--- config.mk ---
export PLATFORM = sky130hd
export DESIGN_NAME = serial_word_comparator_flat
export DESIGN_NICKNAME = d
export VERILOG_FILES = /design/src/rtl/serial_word_comparator_if.sv /design/src/rtl/serial_word_comparator.sv /design/src/flat_wrapper.sv
export SDC_FILE = /design/constraint.sdc
export NUM_CORES = 1
export LEC_CHECK = 0
export ABC_AREA = 1
export CAP_MARGIN = 5
export CORE_MARGIN = 4
export CORE_UTILIZATION = 45
export CTS_CLUSTER_DIAMETER = 150
export DETAILED_ROUTE_END_ITERATION = 8
export PLACE_DENSITY = 0.73
export SLEW_MARGIN = 20
export SYNTH_ARGS = -nofsm -noshare
export SYNTH_HDL_FRONTEND = slang
export SYNTH_SLANG_ARGS = --single-unit
--- constraint.sdc ---
create_clock -name clk -period 3.7 [get_ports clk]
set_clock_uncertainty 0.1 [all_clocks]
set_input_delay 0.74 -clock clk [delete_from_list [all_inputs] [get_ports clk]]
set_output_delay 0.74 -clock clk [all_outputs]
set_load 0.01 [all_outputs]
--- src/rtl/serial_word_comparator_if.sv ---
// Job request/result bundle between a requester and the serial word comparator.
// The requester drives start/abort/operands; the comparator returns status and a registered verdict.
interface serial_word_comparator_if #(
  parameter int NIBBLES = 4
);
  localparam int W  = 4 * NIBBLES;
  localparam int CW = $clog2(NIBBLES + 1);

  logic          start;
  logic          abort;
  logic [W-1:0]  a;
  logic [W-1:0]  b;
  logic          busy;
  logic          done;
  logic          gt;
  logic          lt;
  logic          eq;
  logic          err;
  logic [CW-1:0] nib_cnt;

  modport master (
    output start, abort, a, b,
    input  busy, done, gt, lt, eq, err, nib_cnt
  );

  modport slave (
    input  start, abort, a, b,
    output busy, done, gt, lt, eq, err, nib_cnt
  );
endinterface

--- src/rtl/serial_word_comparator.sv ---
// Compares two words MS nibble first through one shared 4-bit comparator; done k+1 edges after start (k = nibbles examined).
// No queueing: start is only taken in IDLE, abort drops the job without a done pulse.
module serial_word_comparator #(
  parameter int NIBBLES = 4
) (
  input  logic                      clk,
  input  logic                      rst_n,
  serial_word_comparator_if.slave   job,
  output logic [3:0]                cmp_p,
  output logic [3:0]                cmp_q,
  input  logic                      cmp_g,
  input  logic                      cmp_l,
  input  logic                      cmp_e
);
  localparam int W  = 4 * NIBBLES;
  localparam int IW = $clog2(NIBBLES);
  localparam int CW = $clog2(NIBBLES + 1);

  typedef enum logic [1:0] {
    IDLE    = 2'd0,
    COMPARE = 2'd1,
    DONE    = 2'd2
  } state_t;

  state_t        state;
  state_t        state_nxt;
  logic [W-1:0]  a_r;
  logic [W-1:0]  b_r;
  logic [IW-1:0] idx;
  logic [CW-1:0] cnt;
  logic [CW-1:0] cnt_inc;
  logic          flags_ok;
  logic          finish;

  assign flags_ok = $onehot({cmp_g, cmp_l, cmp_e});
  assign cnt_inc  = cnt + CW'(1);
  // A bad flag set, any inequality, or equality on the last nibble ends the job.
  assign finish   = (state == COMPARE) && !job.abort &&
                    (!flags_ok || cmp_g || cmp_l || (idx == '0));

  always_ff @(posedge clk or negedge rst_n) begin
    if (!rst_n) begin
      state <= IDLE;
    end else begin
      state <= state_nxt;
    end
  end

  always_comb begin
    state_nxt = state;
    case (state)
      IDLE:    if (job.start) state_nxt = COMPARE;
      COMPARE: begin
        if (job.abort) begin
          state_nxt = IDLE;
        end else if (finish) begin
          state_nxt = DONE;
        end
      end
      DONE:    state_nxt = IDLE;
      default: state_nxt = IDLE;
    endcase
  end

  always_comb begin
    job.busy = (state != IDLE);
    job.done = (state == DONE);
    cmp_p    = 4'h0;
    cmp_q    = 4'h0;
    if (state == COMPARE) begin
      cmp_p = a_r[{idx, 2'b00} +: 4];
      cmp_q = b_r[{idx, 2'b00} +: 4];
    end
  end

  always_ff @(posedge clk or negedge rst_n) begin
    if (!rst_n) begin
      a_r         <= '0;
      b_r         <= '0;
      idx         <= '0;
      cnt         <= '0;
      job.gt      <= 1'b0;
      job.lt      <= 1'b0;
      job.eq      <= 1'b0;
      job.err     <= 1'b0;
      job.nib_cnt <= '0;
    end else begin
      case (state)
        IDLE: begin
          if (job.start) begin
            a_r     <= job.a;
            b_r     <= job.b;
            idx     <= IW'(NIBBLES - 1);
            cnt     <= '0;
            job.err <= 1'b0;
          end
        end
        COMPARE: begin
          // Abort leaves the previous verdict untouched.
          if (!job.abort) begin
            cnt <= cnt_inc;
            if (finish) begin
              job.nib_cnt <= cnt_inc;
              job.err     <= !flags_ok;
              job.gt      <= flags_ok & cmp_g;
              job.lt      <= flags_ok & cmp_l;
              job.eq      <= flags_ok & cmp_e;
            end else begin
              idx <= idx - IW'(1);
            end
          end
        end
        default: begin
        end
      endcase
    end
  end
endmodule

--- src/flat_wrapper.sv ---
// flat-port wrapper written by rule: the top's interface ports become plain ports
module serial_word_comparator_flat 
#(
  parameter int NIBBLES = 4
)
  (clk, rst_n, cmp_p, cmp_q, cmp_g, cmp_l, cmp_e, job_start, job_abort, job_a, job_b, job_busy, job_done, job_gt, job_lt, job_eq, job_err, job_nib_cnt);
  serial_word_comparator_if #(.NIBBLES(NIBBLES)) job_i ();
  input  logic clk;
  input  logic rst_n;
  output logic [3:0] cmp_p;
  output logic [3:0] cmp_q;
  input  logic cmp_g;
  input  logic cmp_l;
  input  logic cmp_e;
  input wire logic [$bits(job_i.start)-1:0] job_start;
  input wire logic [$bits(job_i.abort)-1:0] job_abort;
  input wire logic [$bits(job_i.a)-1:0] job_a;
  input wire logic [$bits(job_i.b)-1:0] job_b;
  output wire logic [$bits(job_i.busy)-1:0] job_busy;
  output wire logic [$bits(job_i.done)-1:0] job_done;
  output wire logic [$bits(job_i.gt)-1:0] job_gt;
  output wire logic [$bits(job_i.lt)-1:0] job_lt;
  output wire logic [$bits(job_i.eq)-1:0] job_eq;
  output wire logic [$bits(job_i.err)-1:0] job_err;
  output wire logic [$bits(job_i.nib_cnt)-1:0] job_nib_cnt;
  assign job_i.start = job_start;
  assign job_i.abort = job_abort;
  assign job_i.a = job_a;
  assign job_i.b = job_b;
  assign job_busy = job_i.busy;
  assign job_done = job_i.done;
  assign job_gt = job_i.gt;
  assign job_lt = job_i.lt;
  assign job_eq = job_i.eq;
  assign job_err = job_i.err;
  assign job_nib_cnt = job_i.nib_cnt;
  serial_word_comparator #(.NIBBLES(NIBBLES)) u_core (.clk(clk), .rst_n(rst_n), .job(job_i), .cmp_p(cmp_p), .cmp_q(cmp_q), .cmp_g(cmp_g), .cmp_l(cmp_l), .cmp_e(cmp_e));
endmodule
======== After elaboration in Yosys (flattened, before gate mapping) ========
Index checks and enable logic that the tools add are counted.
word-level totals
  register bits after elaboration ......... 46
  input bits .............................. 39
  output and inout port bits .............. 17
  logic and storage cells ................. 62
cells by class
  $add $sub $neg .......................... 4
  equality and inequality tests ........... 8
  shift-type cells ........................ 2
  multiplexer cells ....................... 17
  bitwise logic cells ..................... 4
  reduce and logical (&&, ||, !) cells .... 17
operators with widths
  cell                                                   number
  indexed part select 16 x 5 -> 4 bit                    2
  2-to-1 mux 2 bit                                       6
  2-to-1 mux 4 bit                                       2
  one-hot mux 2 bit (2 select lines)                     2
  AND reduction 4 bit                                    2
  2-to-1 mux 3 bit                                       2
  inequality test 2 bit, second input constant           3
  one-hot mux 3 bit (2 select lines)                     1
  AND reduction 3 bit                                    2
  equality test 2 x 1 -> 1 bit, second input constant    2
  logical NOT 2 bit                                      2
  AND reduction 2 bit                                    2
  nonzero test 2 bit                                     2
  adder 3 x 1 -> 3 bit, second input constant            1
  AND 1 bit                                              3
  logical OR 1 bit                                       3
  2-to-1 mux 1 bit                                       3
  inequality test 3 x 2 -> 1 bit, second input constant  1
  adder 1 x 1 -> 2 bit                                   1
  adder 2 x 1 -> 2 bit                                   1
  equality test 2 bit, second input constant             1
  logical AND 1 bit                                      2
  logical NOT 1 bit                                      2
  inequality test 2 x 1 -> 1 bit, second input constant  1
  other kinds (3)                                        3

======== Logic depth before layout (Yosys ltp) ========
Gate-level depths: netlist (run 1).
  word-level depth ........................ 11
  mapped depth ............................ 11
  mapped depth without buffers ............ 10

======== Worst setup path before layout (run 1) ========
Ideal clock, no wire load.
  path kind ............................... input to register
  from .................................... input cmp_g
  to ...................................... register u_core.idx[1]
  library setup time ...................... 0.122 ns
  data arrival time ....................... 1.895 ns
  required time ........................... 3.478 ns
  setup slack ............................. 1.583 ns
  stages on the path ...................... 8
  buffers on the path ..................... 0
  cells stage by stage .................... inv_1 fa_1 nor2_1 nand3_1 nand2_2 nand2_1 nand2_1 o21ai_1
between the ends
  longest elaborated chain between the ends .. 9
RTL lines
  element                                     line                           source
  start: declaration                          flat_wrapper.sv:12             input logic cmp_g;
  adder 2 x 1 -> 2 bit (not written as such)  serial_word_comparator.sv:35   assign flags_ok = $onehot({cmp_g, cmp_l, cmp_e});
  equality test 2 x 1 -> 1 bit                serial_word_comparator.sv:35
  logical NOT 1 bit                           serial_word_comparator.sv:39   (!flags_ok || cmp_g || cmp_l || (idx == '0));
  logical OR 1 bit (*) (3 in series)          serial_word_comparator.sv:39
  logical AND 1 bit (*)                       serial_word_comparator.sv:38   assign finish = (state == COMPARE) && !job.abort &&
  inequality test 2 bit (no line) (*)         n/a
  AND reduction 4 bit (no line) (*)           n/a
  end signal: assignment                      serial_word_comparator.sv:93   idx <= IW'(NIBBLES - 1);
  end signal: assignment                      serial_word_comparator.sv:109  idx <= idx - IW'(1);
  end: declaration                            serial_word_comparator.sv:29   logic [IW-1:0] idx;
Every way passes the cells marked *; elsewhere a longest branch is shown, timed or not.
A chain may end at the register's enable or synchronous reset.

======== Worst setup path after layout (run 1) ========
  from .................................... register u_core.idx[0]
  to ...................................... output cmp_p[1]
between the ends
  longest elaborated chain between the ends .. 2
RTL lines
  element                              line                          source
  indexed part select 16 x 5 -> 4 bit  serial_word_comparator.sv:71  cmp_p = a_r[{idx, 2'b00} +: 4];
  2-to-1 mux 4 bit                     serial_word_comparator.sv:70  if (state == COMPARE) begin
  end: declaration                     flat_wrapper.sv:10            output logic [3:0] cmp_p;
No other way between the ends.

==> results.txt, run 1 <==
- Cell at the root of the clock tree: clkbuf_8
- Count of buffers inserted at the top-level ports: between 50 and 60
- Launching point of the worst reg2reg path: u_core.idx[0]
- Synth-to-layout area growth: 28.4%
- met2 is the most crowded layer.
- DIE AREA: 6230 um^2
* CTS tree: built
* Remaining global-route overflow: 0
- The critical path in this run is classified as register to output pin.
- When the netlist entered floorplanning its net count stood at 251.
* Accumulated negative setup slack: 0 ns
* Slew HR: 0.580
- Weighted congestion reported at the end of routability-driven placement: 0.719
- The biggest area contributor in the post-synthesis netlist is dfrtp_1.
- Post-layout util: 0.607
* Layout cell share with drive strength beyond 1: 0.168
- Final hold violations: 0
* Number of max-cap violations: 0
* Critical Path Fanout Max: 18
* Compound-cell area share of the yosys netlist: 0.0774
- In this run the horizontal extent of the chip is 78.9 um.
- Final period demand of the worst path: 3.05 ns
- Antenna violations before repair: 0
* Number of global-route vias before repair: 1566
* Power density over the cells: 777 nW/um^2
* First-pass detailed-route iteration total: 4
* Iter 0 DRT Violations: 67
- Sink Count: 46
* Mapped Avg Cell Area: 10.8 um^2
- Achievable frequency: between 300 and 400 MHz
- Main combinational cell family by area after synthesis: multiplexers
* Number of nets in the finished design: between 300 and 400
- In the global route stage, overall resource usage came out at 0.151.
- Setup slack, reg-to-reg: roughly 1.5 ns
* Portion of synthesized cell area occupied by the leading cell type: 0.509
- DRT antenna net count: 0
- The worst register-to-register path has a depth of 8.
- Residual DRC: 0
- Number of diodes: 0
* Worst-path clk slew: approximately 0.080 ns
- Hold crit path type: input pin to asynchronous set/reset pin
* Share of the yosys chip area belonging to registers: 0.509
* Combined area of the multi-input logic cells: 983 um^2
- The number of pins with negative max-slew slack in the final report was 0.
- Proportion of synthesized area in mux cells: 0.209
- Number of H-tree levels: 2
- The synthesized netlist occupies a cell area of 2260 um^2.
- Of the total synthesized cell area, the portion taken by XOR and XNOR cells is 0.00387.
- The Yosys step of the flow raised 0 warnings.
- Met3 global-route usage: 0.0397
- Detailed-route wire length per cell: 13.5 um
* Static leakage: 0.00137 uW
- Synthesis inferred 46 register bits.
- R2r endpoint: u_core.idx[0]
- Row generation in the floorplan step produced 25 rows.
* Die span in y: 78.9 um
* FILL cells: slightly below 400
* Synth top area cells: dfrtp_1, mux2_4, nor2_1, o21ai_0, nand2_1
* Type of element launching the critical path: register
* Standard cell core area: 4790 um^2
- Number of placed instances with taps included: 322
* Estimated wirelength of the detail-placed design: 3150 um
* Distinct cell type count of the synthesized netlist: 21
* Maximum buffer depth of the clock tree: 2
* Unrepaired setup endpoints after global routing: no
- Hold repair after CTS inserted 0 buffers.
- Final wirelength: 4440 um
- Post-cts sizing count: 0
* Largest net degree at the start of global routing: between 40 and 50
* Area share of and/or/nand/nor cells after synthesis: 0.124
- Buffers inserted during clock tree synthesis total 5.
- Vias after detailed routing: 1560
- For the pin with the worst max-slew slack, the measured transition is 0.630 ns.
- Clock network latency to the later pin of the worst-skew pair: between 0.2 and 0.3 ns
- The run finished with clean final reports.
* Starting Density: 0.473
- Crit. End Element: output pin
- Part of the cycle the worst path needs: 0.824
* Post-synthesis cell count: 209
- For met1 alone, demand over resource in global routing was 0.211.
- Once the clock tree was built, the setup fixing pass inserted 0 buffers.
* Critical path required time: 2.86 ns
* Global-route wire length before repair: 7420 um
- Setup violations remaining at the end of the flow were counted as 0.
* Share of synthesized cell area in full adder, half adder and majority cells: 0.0199
- In the global route stage, met2 resource usage came out at 0.235.
* Per-cell via count in the routed design: ~4.7
* Maximum ir drop on the vdd rail: 0.334 mV
- In this run the count of I/O pins placed on the die edge is 56.
* Number of cells in the finished layout apart from fillers: ~330
- At the worst endpoint, the arrival time is 2.21 ns.
- Register cell area after layout: 1150 um^2
==> worst max-delay path, cell delays in order (launching register included) <==
cell and delay [ns]:
dfrtp_1 0.75, inv_2 0.28, o21ai_0 0.28, a21oi_1 0.11, clkdlybuf4s50_1 0.50
==> cells in the mapped netlist <==
library cell and n:
nand2_4 1, dfrtp_1 46, o21ai_1 11, nor2_4 1, buf_6 4, nor2_1 38
buf_2 4, mux2_4 30, inv_1 13, nand3b_2 1, mux2_1 2, o21ai_0 16
nand3_1 4, a21oi_1 8, fa_1 1, inv_2 3, ha_1 2, nand2_2 1
xnor2_1 1, nand2_1 21, clkbuf_1 1
==> worst max-delay path by stage <==
| stage | from | end | slack, ns | cells past startpoint |
|---|---|---|---|---|
| after floorplan | cmp_g | u_core.idx[1] | 1.58 | 8 |
| after global placement | cmp_g | u_core.idx[0] | 0.85 | 9 |
| after detailed placement | cmp_g | u_core.idx[0] | 0.70 | 9 |
| after CTS | u_core.idx[0] | cmp_p[1] | 0.63 | 4 |
| after global routing | u_core.idx[0] | cmp_p[1] | 0.52 | 4 |
| final | u_core.idx[0] | cmp_p[1] | 0.65 | 4 |
==> through the flow <==
step	total power (uW)	hold slack, ns	worst slack, ns	cell area [um^2]
6_report	2260	0.336	0.652	2910
5_1_grt	2440	0.372	0.515	2910
4_1_cts	2290	0.383	0.634	2900
3_5_place_dp	1990	0.364	0.703	2820
3_3_place_gp	1960	0.358	0.846	2820
2_1_floorplan	1650	0.344	1.58	2260
==> sequential cells by signal (all words and copies together), names as in the netlist <==
| name | flops |
|---|---|
| u_core.job.nib_cnt | 3 |
| u_core.b_r | 16 |
| u_core.a_r | 16 |
| u_core.cnt | 3 |
| u_core.job.eq | 1 |
| u_core.job.gt | 1 |
| u_core.job.lt | 1 |
| u_core.job.err | 1 |
| u_core.idx | 2 |
| u_core.state | 2 |
==> cells by family (layout without fill, tap and decap cells) <==
| kind of cell | count (synthesis) | after routing |
|---|---|---|
| and+or+nand+nor | 67 | 67 |
| DFF | 46 | 46 |
| AOI/OAI and AO/OA | 35 | 35 |
| muxes | 32 | 32 |
| buffers and inverters | 25 | 78 |
| adders and majority gates | 3 | 3 |
| xor gates and xnor gates | 1 | 1 |
==> report_power, final <==
part	switching, uW	internal, uW	total, uW
clock network	159	130	288
registers	188	743	931
logic	445	593	1040
==> placed cells by master, fill, tap and decap left out, types with 2 or more instances in the layout <==
master / instances
o21ai_0: 16
o21ai_1: 11
clkbuf_8: 5
nand3_1: 4
dfrtp_1: 46
nor2_1: 38
a21oi_1: 8
mux2_1: 2
ha_1: 2
mux2_4: 30
nand2_1: 21
inv_2: 3
inv_1: 13
clkdlybuf4s50_1: 54
==> routing by layer <==
metal,share of wire,vias to the layer above
met1,0.47,731
met2,0.48,35
met5,0,-
met3,0.044,4
met4,0.0056,0
li1,-,790
==> final cells by class <==
type | instances | share of cell area
Timing Repair Buffer | 55 | 0.189
Tap cell | 67 | 0.0288
Inverter | 16 | 0.0207
Sequential cell | 46 | 0.396
Multi-Input combinational cell | 138 | 0.338
Clock inverter | 1 | 0.00258
Clock buffer | 6 | 0.0250
No activity file was read; power rests on OpenSTA's default activity.
==> run 2: changes to the inputs <==
Settings changed: CORE_UTILIZATION 45 to 44, PLACE_DENSITY 0.73 to 0.74.
Clock period 3.7 ns to 2.8 ns, I/O delays scaled along.
==> results.txt, run 2 (synthesis gave the netlist of run 1 again) <==
- Top library cells by usage in the layout, fill and taps aside: clkdlybuf4s50_1, dfrtp_1, nor2_1, mux2_4, nand2_1
- CTS placed an instance of clkbuf_8 at the clock tree root.
- The diode insertion count for antenna repair is 0 (unchanged).
- Final hold violations: 0 (unchanged)
- Final period demand of the worst path: 2.63 ns
* Total of hold buffers inserted after clock tree synthesis: 0 (unchanged)
* Part of the cycle the worst path needs: 0.938
- The total power density per cell area was 1040 nW/um^2 (+34%).
- For this run, the top clock speed supported by timing is 381 MHz.
- The data required time at the worst endpoint was 2.14 ns (-0.72 ns).
- The number of buffers added by the clock tree synthesis step is 5 (unchanged).
- Setup repair after global routing left no endpoint under its margin.
- The total vias in the final route was 1611 (+3.3%).
- Remaining global-route overflow: 0 (unchanged)
- The number of input and output port buffers inserted came to 55 (unchanged).
* Type of element launching the critical path: register
- Slew HR: 0.593 (+0.0135)
* Estimated wirelength of the detail-placed design: 3520 um (+12%)
- Die span in y: 79.7 um (+1.0%)
- The initial antenna violation count was 0 (unchanged).
- Per-cell via count in the routed design: 4.82 (+1.7%)
- The number of buffers on the longest clock path came to 2 (unchanged).
* Max-slew violation total from the final report: 0 (unchanged)
- The post-layout instance area is 2950 um^2 (+1.4%).
* Clock network latency to the later pin of the worst-skew pair: 0.29 ns (about the same)
* Post-layout util: 0.608 (+0.000680)
- Final setup viols: 0 (unchanged)
- The total wire length after detailed routing was 4780 um (+7.8%).
- The signal arrival time at the worst endpoint came to 1.97 ns (-0.24 ns).
- The clock transition at the registers of the reported paths came to 0.08 ns (about the same).
- The fraction of layout cells with a size suffix above 1 came to 0.191 (+0.0231).
* Detailed-route wire length per cell: 14.3 um (+6.2%)
- Largest registers: u_core.a_r x16, u_core.b_r x16
* Standard-cell row count: 25 (unchanged)
- Worst Tran Pin Value: 0.610 ns (-0.0203 ns)
- Hold crit path type: input pin to asynchronous set/reset pin
- Iter 0 DRT Violations: 53 (-21%)
- Number of H-tree levels: 2 (unchanged)
* Die width: 79.7 um (+1.0%)
* Weighted congestion reported at the end of routability-driven placement: 0.798 (+11%)
- Global-route wire length before repair: 7990 um (+7.7%)
* Critical Path Fanout Max: 7 (-11)
- The run finished with clean final reports.
- Crit path kind: register to output pin
* First-pass detailed-route iteration total: 4 (unchanged)
- Number of placed instances with taps included: 326 (+1.2%)
- Leading cell type in the layout, fill and taps excluded: clkdlybuf4s50_1
- Residual DRC: 0 (unchanged)
* CTS tree: built
- The worst-case vdd ir drop was 0.485 mV (+45%).
- Accumulated negative setup slack: 0 ns (unchanged)
- Boundary Pins: 56 (unchanged)
- Static leakage: 0.00140 uW (+2.0%)
- Relative to the synthesized area, the layout overhead comes to 30.2%.
- Crit. End Element: output pin
* DRT antenna net count: 0 (unchanged)
- Number of global-route vias before repair: 1681 (+7.3%)
* Standard cell core area: 4850 um^2 (+1.3%)
- The total cell area at the placement stage came to 2850 um^2 (+1.1%).
- The global routing usage summed across all routing layers was 0.165 (+0.0140).
- Number of cells in the finished layout apart from fillers: 334 (+1.5%)
- The count of cells along the worst register-to-register path is 8 (unchanged).
- Largest net degree at the start of global routing: 34 (-28%)
- Number of nets in the finished design: 308 (+1.3%)
- FILL cells: 408 (+3.6%)
- Post-CTS Repair Setup Buffers: 0 (unchanged)
- The number of sinks handled by clock tree synthesis is 46 (unchanged).
- The number of maximum-capacitance constraint violations was 0 (unchanged).
- The effective utilization at floorplan came to 0.467 (-0.00610).
- The die outline area came to 6360 um^2 (+2.0%).
- The post-cts repair resize count came to 0 (unchanged).
-- run 2: cell count changes in the layout (fill, tap and decap cells not counted), sizes merged --
cell | previous run | this run
clkinv | 0 | 1
buf | 1 | 5
clkbuf | 6 | 7
clkinvlp | 1 | 0
-- run 2: through the flow --
step	hold slack [ns]	total power [uW]	setup slack (ns)
after floorplan	0.164	2180	0.863
after global placement	0.358	2630	0.271
after detailed placement	0.366	2680	0.195
after CTS	0.125	3100	0.0451
after global routing	0.147	3310	0.00893
final	0.111	3070	0.175
-- run 2: where the power goes --
group | total [uW] | leakage [uW] | switching, uW | internal, uW
clock network | 406 | 0.0000482 | 207 | 199
logic | 1450 | 0.000795 | 643 | 808
registers | 1210 | 0.000553 | 225 | 985
-- run 2: final cells by class --
cell class                      instances  area, um^2  share of cell area
Sequential cell                        46        1150               0.391
Timing Repair Buffer                   59         576               0.195
Multi-Input combinational cell        138         983               0.334
Clock inverter                          1        5.00             0.00170
Inverter                               16        60.1              0.0204
Tap cell                               67        83.8              0.0284
Clock buffer                            7        86.3              0.0293
-- run 2: final timing paths --
check,startpoint,end,slack [ns]
worst max-delay path,u_core.idx[0],cmp_p[1],0.17
min in group clk,u_core.job.err,u_core.job.err,0.39
worst min register to register,u_core.job.err,u_core.job.err,0.39
worst min-delay path,rst_n,u_core.job.nib_cnt[0],0.11
worst max register to register,u_core.idx[1],u_core.idx[0],1.05
max in group asynchronous,rst_n,u_core.cnt[2],1.78
-- run 2: routing by layer --
layer / vias up / share of wire / global-route usage
met5: - / 0 / 0
met3: 6 / 0.050 / 0.0395
met4: 0 / 0.016 / 0.0567
met1: 766 / 0.45 / 0.212
met2: 41 / 0.49 / 0.271
li1: 798 / - / -
-- run 2: worst max-delay path, stage by stage (launching register included) --
cell	delay, ns
dfrtp_2	0.44
buf_4	0.18
nor2_1	0.05
nor2_1	0.10
o21ai_0	0.11
a21oi_1	0.21
clkdlybuf4s50_1	0.57
==> run 3: changes to the inputs <==
Settings changed: CAP_MARGIN 5 to unset, CORE_UTILIZATION 44 to 45, DONT_BUFFER_PORTS set to 1, PLACE_DENSITY 0.74 to 0.61.
==> results.txt, run 3 (synthesis gave the netlist of run 1 again) <==
- Status: completed
* Standard cell core area: 4790 um^2 (-1.3%)
- The critical-path maximum fanout is 10 (+3).
* Largest net degree at the start of global routing: 47 (+38%)
- FILL cells: 427 (+4.7%)
- Clock network power share: 0.149 (+0.017)
- Die width: 78.9 um (-1.0%)
- The time the worst path needs with I/O delays and setup came to 2.30 ns (-0.322 ns).
- Share of total power in sequential cells: 0.445 (+0.050)
- Achievable frequency: 434 MHz (+14%)
- The via count of the first global-routing pass came to 1449 (-14%).
- The total vias in the final route was 1388 (-14%).
- The diode insertion count for antenna repair came to 0 (unchanged).
- The highest cell delay on the worst timing path came to 0.55 ns (-0.02 ns).
- Residual DRC: 0 (unchanged)
- Cell at the root of the clock tree: clkbuf_8
* Maximum ir drop on the vdd rail: 0.465 mV (-4.1%)
- The signal arrival time at the worst endpoint is 1.64 ns (-0.33 ns).
* Boundary Pins: 56 (unchanged)
* Power density over the cells: 1150 nW/um^2 (+10%)
* Crit. End Element: output pin
- DRT antenna net count: 0 (unchanged)
- Worst-path clk slew: 0.08 ns (about the same)
- The largest registers in the layout are u_core.a_r x16, u_core.b_r x16.
- Slowest cell on the critical path: dfrtp_1
- Critical path required time: 2.14 ns (about the same)
- The aggregate negative setup slack is 0 ns (unchanged).
* Worst path buffer plus inverter count: 1 (-1)
- Slew HR: 0.590 (-0.00288)
- The minimum setup slack in the final design came to 0.497 ns (+0.322 ns).
* Most common cell on crit path: nor2_1
* Share of total power in combinational logic: 0.405 (-0.068)
* Per-cell via count in the routed design: 4.99 (+3.5%)
- Leading cell type in the layout, fill and taps excluded: dfrtp_1
- Traced cell by cell, the critical path runs through buf_4, nor2_1, nor2_1, o21ai_0, a21oi_1.
* Synth-to-layout area growth: 6.69%
- Unrepaired setup endpoints after global routing: no
- Iter 0 DRT Violations: 58 (+9.4%)
- First-pass detailed-route iteration total: 4 (unchanged)
- Estimated wirelength of the detail-placed design: 2980 um (-15%)
* Weighted congestion reported at the end of routability-driven placement: 0.746 (-6.6%)
- Antenna violations before repair: 0 (unchanged)
- CTS tree: built
- Internal Pwr Total: 1750 uW (-12%)
- The worst slack at placement came to 0.589 ns (+0.394 ns).
* Number of nets in the finished design: 252 (-18%)
- The number of buffers on the longest clock path is 2 (unchanged).
- The fraction of layout cells with a size suffix above 1 was 0.218 (+0.0270).
- The slew at the pin closest to its max-slew limit is 0.614 ns (+0.00432 ns).
* Clock network latency to the later pin of the worst-skew pair: 0.29 ns (about the same)
- The number of H-tree levels is 2 (unchanged).
- On the critical path the largest part of the delay comes from flip-flops.
- Crit path kind: register to output pin
- Count of buffers inserted at the top-level ports: 0 (-100%)
- Global Route Usage Sum: 0.152 (-0.0124)
- The path class of the tightest hold or removal check is input pin to register.
- The hold violation count in the final report was 0 (unchanged).
* Standard-cell row count: 25 (unchanged)
* DIE AREA: 6230 um^2 (-2.0%)
- The ratio of final minimum period to clock period came to 0.823 (-0.115).
- The number of buffers added by the clock tree synthesis step is 5 (unchanged).
* Type of element launching the critical path: register
* Static leakage: 0.00119 uW (-15%)
* Die span in y: 78.9 um (-1.0%)
- The worst register-to-register path begins at u_core.idx[0].
* Worst Min Path Start: job_b[9]
* Final wirelength: 4270 um (-11%)
* Starting Density: 0.473 (+0.00610)
- Max-slew violation total from the final report: 0 (unchanged)
- Switching component of the power: 1020 uW (-5.5%)
* Number of max-cap violations: 0 (unchanged)
- The most critical setup path has its startpoint at u_core.idx[0].
* Detailed-route wire length per cell: 15.4 um (+7.3%)
* Global-route wire length before repair: 7200 um (-9.9%)
- Net Sw Frac: 0.367 (+0.0164)
- Leaving out fill and tap cells, the most frequent cells in the layout are dfrtp_1, nor2_1, mux2_4, nand2_1, o21ai_0.
- Remaining global-route overflow: 0 (unchanged)
* Final setup viols: 0 (unchanged)
* Sink Count: 46 (unchanged)
==> run 3: path summary, 6_finish.rpt <==
check,to,slack (ns),cells after the start
worst max-delay path,cmp_p[1],0.50,5
worst min-delay path,u_core.b_r[9],0.29,1
worst max register to register,u_core.idx[1],0.89,8
worst min register to register,u_core.b_r[5],0.41,1
max in group asynchronous,u_core.b_r[5],1.73,2
min in group asynchronous,u_core.job.nib_cnt[0],0.66,2
==> run 3: metal layers <==
layer  GRT usage  share of wire  up-vias
li1            -              -      693
met1       0.208           0.46      657
met2       0.221           0.46       31
met3      0.0590          0.068        7
met4      0.0567          0.018        0
met5           0              0        -
==> run 3: metrics by stage <==
stage / utilization / power [uW] / hold WS [ns] / instance area (um^2) / instances
2_1_floorplan: - / 2180 / 0.164 / 2260 / 209
3_3_place_gp: 0.478 / 2350 / 0.166 / 2290 / 268
3_5_place_dp: 0.478 / 2370 / 0.166 / 2290 / 268
4_1_cts: 0.505 / 2820 / 0.276 / 2410 / 278
5_1_grt: 0.505 / 3010 / 0.279 / 2410 / 278
6_report: 0.505 / 2770 / 0.290 / 2410 / 278
==> run 3: power groups by stage <==
stage               Sequential [uW]  Clock, uW  Combinational, uW
floorplan                      1140          0               1040
global placement               1250          0               1100
detailed placement             1250          0               1120
CTS                            1240        433               1150
global route                   1280        457               1280
finish                         1230        414               1120
==> run 3: worst register-to-register path, cell delays in order (launching register included) <==
cell	delay [ns]
dfrtp_1	0.55
inv_2	0.22
ha_1	0.24
inv_1	0.06
nand3_1	0.08
nand2_2	0.23
nand2_1	0.17
nand2_1	0.09
o21ai_1	0.06
==> run 3: repair_timing <==
item	CTS	global route
gates resized for setup	0	0
setup endpoints to repair	0	0
hold buffers	2	0
endpoints found under the hold margin	46	0
buffers inserted	0	0
==> run 3: area by class of cell <==
type,count,area [um^2],area share
flip-flops and latches,46,1150,0.477
multi-input cells,138,983,0.407
inverters,16,60.1,0.0249
repair buffers,3,45.0,0.0187
clock buffers,7,86.3,0.0358
well taps,67,83.8,0.0347
clock inverters,1,5.00,0.00207
